**config.mk**
```make
export PLATFORM = sky130hd
export DESIGN_NAME = pb_step_counter
export DESIGN_NICKNAME = d
export VERILOG_FILES = /design/src/rtl/pb_step_counter.sv
export SDC_FILE = /design/constraint.sdc
export NUM_CORES = 1
export LEC_CHECK = 0
export ABC_CLOCK_PERIOD_IN_PS = 10350
export CORE_ASPECT_RATIO = 0.75
export CORE_MARGIN = 3
export CORE_UTILIZATION = 55
export DETAILED_ROUTE_END_ITERATION = 6
export PLACE_DENSITY = 0.8
export REMOVE_ABC_BUFFERS = 1
export SLEW_MARGIN = 10
export SYNTH_ARGS = -nofsm -noshare
export SYNTH_HDL_FRONTEND = slang
export SYNTH_SLANG_ARGS = --single-unit
```
**constraint.sdc**
```tcl
create_clock -name CLK -period 10.35 [get_ports CLK]
set_input_delay 3.105 -clock CLK [delete_from_list [all_inputs] [get_ports CLK]]
set_output_delay 3.105 -clock CLK [all_outputs]
set_load 0.02 [all_outputs]
```
**src/rtl/pb_step_counter.sv**
```systemverilog
// pb_step_counter: push-button driven up/down counter with slow/fast stepping.
// A held button steps by 1 on each start or repeat pulse. After FAST_AFTER
// repeat pulses within one press it steps by FAST_STEP on each repeat pulse.
// The count saturates at 0 and at MAX_VAL.
module pb_step_counter #(
  parameter logic [7:0] MAX_VAL    = 8'd200,
  parameter logic [3:0] FAST_AFTER = 4'd8,
  parameter logic [7:0] FAST_STEP  = 8'd4
) (
  input  logic       CLK,
  input  logic       RESET,
  input  logic       CLR,
  input  logic       UP_DPB,
  input  logic       DN_DPB,
  input  logic       UP_SCEN,
  input  logic       DN_SCEN,
  input  logic       UP_MCEN,
  input  logic       DN_MCEN,
  output logic [7:0] VALUE,
  output logic       AT_MAX,
  output logic       AT_MIN,
  output logic       FAST
);

  typedef enum logic [1:0] {
    ST_IDLE = 2'd0,
    ST_SLOW = 2'd1,
    ST_FAST = 2'd2
  } state_t;

  state_t     state_reg, state_next;
  logic [3:0] rpt_cnt_reg, rpt_cnt_next;
  logic       dir_reg, dir_next;
  logic [7:0] value_reg, value_next;
  logic       at_max_reg, at_min_reg, fast_reg;

  logic       one_held;
  logic       scen_dir;
  logic       mcen_dir;
  logic [3:0] rpt_cnt_inc;
  logic       step_en;
  logic [7:0] step_amt;
  logic [8:0] sum_up;

  // Press qualification, pulse selection by latched direction, and saturating repeat count.
  always_comb begin
    one_held    = UP_DPB ^ DN_DPB;
    scen_dir    = dir_reg ? UP_SCEN : DN_SCEN;
    mcen_dir    = dir_reg ? UP_MCEN : DN_MCEN;
    rpt_cnt_inc = (rpt_cnt_reg == 4'hF) ? 4'hF : rpt_cnt_reg + 4'd1;
  end

  // Next-state logic: decides the step for this cycle and the mode transitions.
  always_comb begin
    state_next   = state_reg;
    rpt_cnt_next = rpt_cnt_reg;
    dir_next     = dir_reg;
    step_en      = 1'b0;
    step_amt     = 8'd1;
    case (state_reg)
      ST_IDLE: begin
        // A new press only arms the FSM; pulses in this cycle do not step.
        if (one_held) begin
          state_next   = ST_SLOW;
          rpt_cnt_next = 4'd0;
          dir_next     = UP_DPB;
        end
      end
      ST_SLOW: begin
        if (!one_held) begin
          state_next = ST_IDLE;
        end else begin
          // Start and repeat pulses may coincide; they still make a single step.
          step_en = scen_dir | mcen_dir;
          if (mcen_dir) begin
            rpt_cnt_next = rpt_cnt_inc;
            if (rpt_cnt_inc == FAST_AFTER) begin
              state_next = ST_FAST;
            end
          end
        end
      end
      ST_FAST: begin
        if (!one_held) begin
          state_next = ST_IDLE;
        end else begin
          step_en  = mcen_dir;
          step_amt = FAST_STEP;
        end
      end
      default: begin
        state_next = ST_IDLE;
      end
    endcase
  end

  // Saturating value update; clear overrides any step.
  always_comb begin
    sum_up     = {1'b0, value_reg} + {1'b0, step_amt};
    value_next = value_reg;
    if (CLR) begin
      value_next = 8'd0;
    end else if (step_en) begin
      if (dir_reg) begin
        value_next = (sum_up > {1'b0, MAX_VAL}) ? MAX_VAL : sum_up[7:0];
      end else begin
        value_next = (value_reg < step_amt) ? 8'd0 : value_reg - step_amt;
      end
    end
  end

  // State, counter and output registers; flags are derived from the next value
  // so they change in the same cycle as VALUE.
  always_ff @(posedge CLK) begin
    if (RESET) begin
      state_reg   <= ST_IDLE;
      rpt_cnt_reg <= 4'd0;
      dir_reg     <= 1'b1;
      value_reg   <= 8'd0;
      at_max_reg  <= 1'b0;
      at_min_reg  <= 1'b1;
      fast_reg    <= 1'b0;
    end else begin
      state_reg   <= state_next;
      rpt_cnt_reg <= rpt_cnt_next;
      dir_reg     <= dir_next;
      value_reg   <= value_next;
      at_max_reg  <= (value_next == MAX_VAL);
      at_min_reg  <= (value_next == 8'd0);
      fast_reg    <= (state_next == ST_FAST);
    end
  end

  assign VALUE  = value_reg;
  assign AT_MAX = at_max_reg;
  assign AT_MIN = at_min_reg;
  assign FAST   = fast_reg;

endmodule
```
==> results_dict.tcl <==
set metrics [dict create \
    status "finished, final reports clean" \
    path_cells "clkdlybuf4s50_1 > xor2_1 > nand2_1 > ha_1 > and2b_1 > or4_2 > a21oi_1 > a22oi_1 > a211oi_1 > a21oi_2 > a41o_1 > a41o_1" \
    cts_resized 0 \
    slew-limit-headroom_pct 51.6 \
    p_per_area_nw_per_um2 94.5 \
    rsz0062_at_grt "false" \
    fin_util_pct 70.2 \
    required_ns 10.50 \
    cts_tree "yes" \
    yosys_warnings 0 \
    fin_nets 223 \
    cp_slowest_stage_delay_ns 0.55 \
    cp-end-kind "flop" \
    cp_max_fo 9 \
    clk_latency_ns 0.25 \
    drtIter0Drc 161 \
    most-common-layout-cells "clkdlybuf4s50_1, dfxtp_1, a21oi_1" \
    cp_common_cell "a41o_1" \
    yosysTopAreaCellShare_pct 23.8 \
    postCtsSetupRepairBufs 0 \
    place_congestion 0.863 \
    wl_mm 3.69 \
    fin_skew_ns 0.000822 \
    synthTopCellsByArea "dfxtp_1, ha_1, a21oi_1" \
    async_flop_share_pct 0 \
    r2r_end "AT_MIN" \
    r2r_start "state_reg[0]" \
    core_region_area_um2 2460 \
    num_antenna_cells 0 \
    syn2layout_area_growth_pct 14.0 \
    slew_violations 0 \
    fillCellCount 194 \
    timing.critical_path.arrival_ns 6.72 \
    worst-r2r-cell-count 12 \
    cts_sinks 18 \
    num_rows 15 \
    slowest_stage "or4_2" \
    firstDrtPassIters 6 \
    irDropWorstVdd_uv 86.6 \
    synth.largest_area_cell "dfxtp_1" \
    grt.total_usage_pct 24.3 \
    synth_seq_area_share_pct 23.8 \
    hp-class "flop to flop" \
    drive_above_1_share_pct 6.93 \
    critPathKind "input pin to flop" \
    syn-mean-instance-area_um2 8.01 \
    cts_made_buffers 3 \
    antenna_found_initial 0 \
    setup_tns_ns 0 \
    grt_max_degree 21 \
    cap_violations 0 \
    setup_viol 0 \
    synth_area_um2 1510 \
    largest_reg_flops 8 \
    clockBufferDepth 2 \
    min_path_cells 2 \
    dp_hpwl_mm 2.77 \
    leakage_nw 0.722 \
    hold_start "rpt_cnt_reg[1]" \
    drc_errors 0 \
    grt_pass1_vias 1411 \
    cts_hold_buf 0 \
    grt_overflow 0 \
    whs_endpoint "rpt_cnt_reg[1]" \
    ant_nets 0 \
    ys_types 53 \
    cp-start-kind "input pin" \
    root_buffer "clkbuf_8" \
    final_common_cell "clkdlybuf4s50_1" \
    die_h_um 51.4 \
    wire_per_inst_um 15.6 \
    worst_pin_slew_ns 0.724 \
    portBuffers 19 \
    boundaryPins 20 \
    post_synth_inst_count 189 \
    synth_edf_count 0 \
    grt_pass1_wl_mm 6.44 \
    ys_ff_latch 18 \
    die-width_um 66.6 \
    fmax_ghz 0.152 \
    reg2reg_slack_ns 7.00 \
    hold_viol_final 0 \
    vias_per_cell 6.31 \
    synth_top_flop_cell "dfxtp_1" \
    period_share_pct 63.5 \
    period_needed_ns 6.58 \
    vias 1490 \
    htree_levels 1 \
    dieArea_um2 3420 \
    start_util_pct 61.6 \
    path_clk_slew_ns 0.07 \
]
-- worst max-delay path: cells and delay by family --
family	cells	cell delay [ns]
xor gates and xnor gates	1	0.48
AOI/OAI and AO/OA	6	1.15
and+or+nand+nor	3	1.04
adders and majority gates	1	0.43
buffers and inverters	1	0.51
-- layer usage --
metal / global-route usage [%] / share of wire, % / up-vias / wire (µm)
met5: 0 / 0 / - / 0
met4: 7.77 / 0.92 / 0 / 34
met3: 5.93 / 7.3 / 8 / 269
met2: 39.0 / 45 / 76 / 1680
met1: 32.0 / 46 / 687 / 1710
li1: - / - / 719 / -
-- metrics by stage --
stage | total power (W) | cell area [µm²] | hold slack [ns] | instances | setup slack, ns
after floorplan | 0.0000960 | 1440 | 0.471 | 179 | 4.53
after global placement | 0.000106 | 1670 | 0.497 | 232 | 3.71
after detailed placement | 0.000107 | 1670 | 0.510 | 232 | 3.60
after CTS | 0.000164 | 1730 | 0.520 | 236 | 3.85
after global routing | 0.000173 | 1730 | 0.554 | 236 | 3.49
final | 0.000163 | 1730 | 0.527 | 236 | 3.77
-- area by class of cell --
type                            count  area (µm²)  area share, %
Tap cell                           34        42.5           2.46
Sequential cell                    18         360           20.9
Clock buffer                        4        55.1           3.19
Inverter                           12        45.0           2.61
Multi-Input combinational cell    149        1030           59.9
Timing Repair Buffer               19         190           11.0
-- kinds of logic (layout without fill, tap and decap cells) --
| kind of cell | Yosys count | after routing | synth area share, % |
|---|---|---|---|
| AOI/OAI and AO/OA | 61 | 61 | 27.4 |
| xor gates and xnor gates | 6 | 6 | 3.47 |
| adders and majority gates | 11 | 11 | 9.09 |
| buffers and inverters | 22 | 35 | 7.93 |
| DFF | 18 | 18 | 23.8 |
| muxes | 3 | 3 | 1.98 |
| and+or+nand+nor | 68 | 68 | 26.3 |
-- synthesized netlist by cell type, drive strengths merged (3+ instances only) --
cell,count
a21oi,15
clkbuf,5
xor2,3
nand2,12
nand2b,4
nand3,6
a211o,3
or3,4
xnor2,3
nor2,12
dfxtp,18
nor3,9
buf,5
a22oi,6
a21o,4
a211oi,3
nor2b,4
o21ai,11
ha,11
mux2i,3
inv,12
a31oi,3
-- worst max-delay path by stage --
stage,end,startpoint,cells past startpoint
3_5_place_dp,AT_MIN,DN_DPB,12
3_3_place_gp,AT_MIN,DN_DPB,12
6_report,AT_MIN,DN_DPB,12
2_1_floorplan,AT_MIN,UP_DPB,11
5_1_grt,AT_MIN,DN_DPB,12
4_1_cts,AT_MIN,DN_DPB,12
-- power by group --
part / switching [W] / internal, W
logic: 0.0000178 / 0.0000141
clock network: 0.0000228 / 0.0000338
registers: 0.00000376 / 0.0000709
No activity file was read; power rests on OpenSTA's default activity.
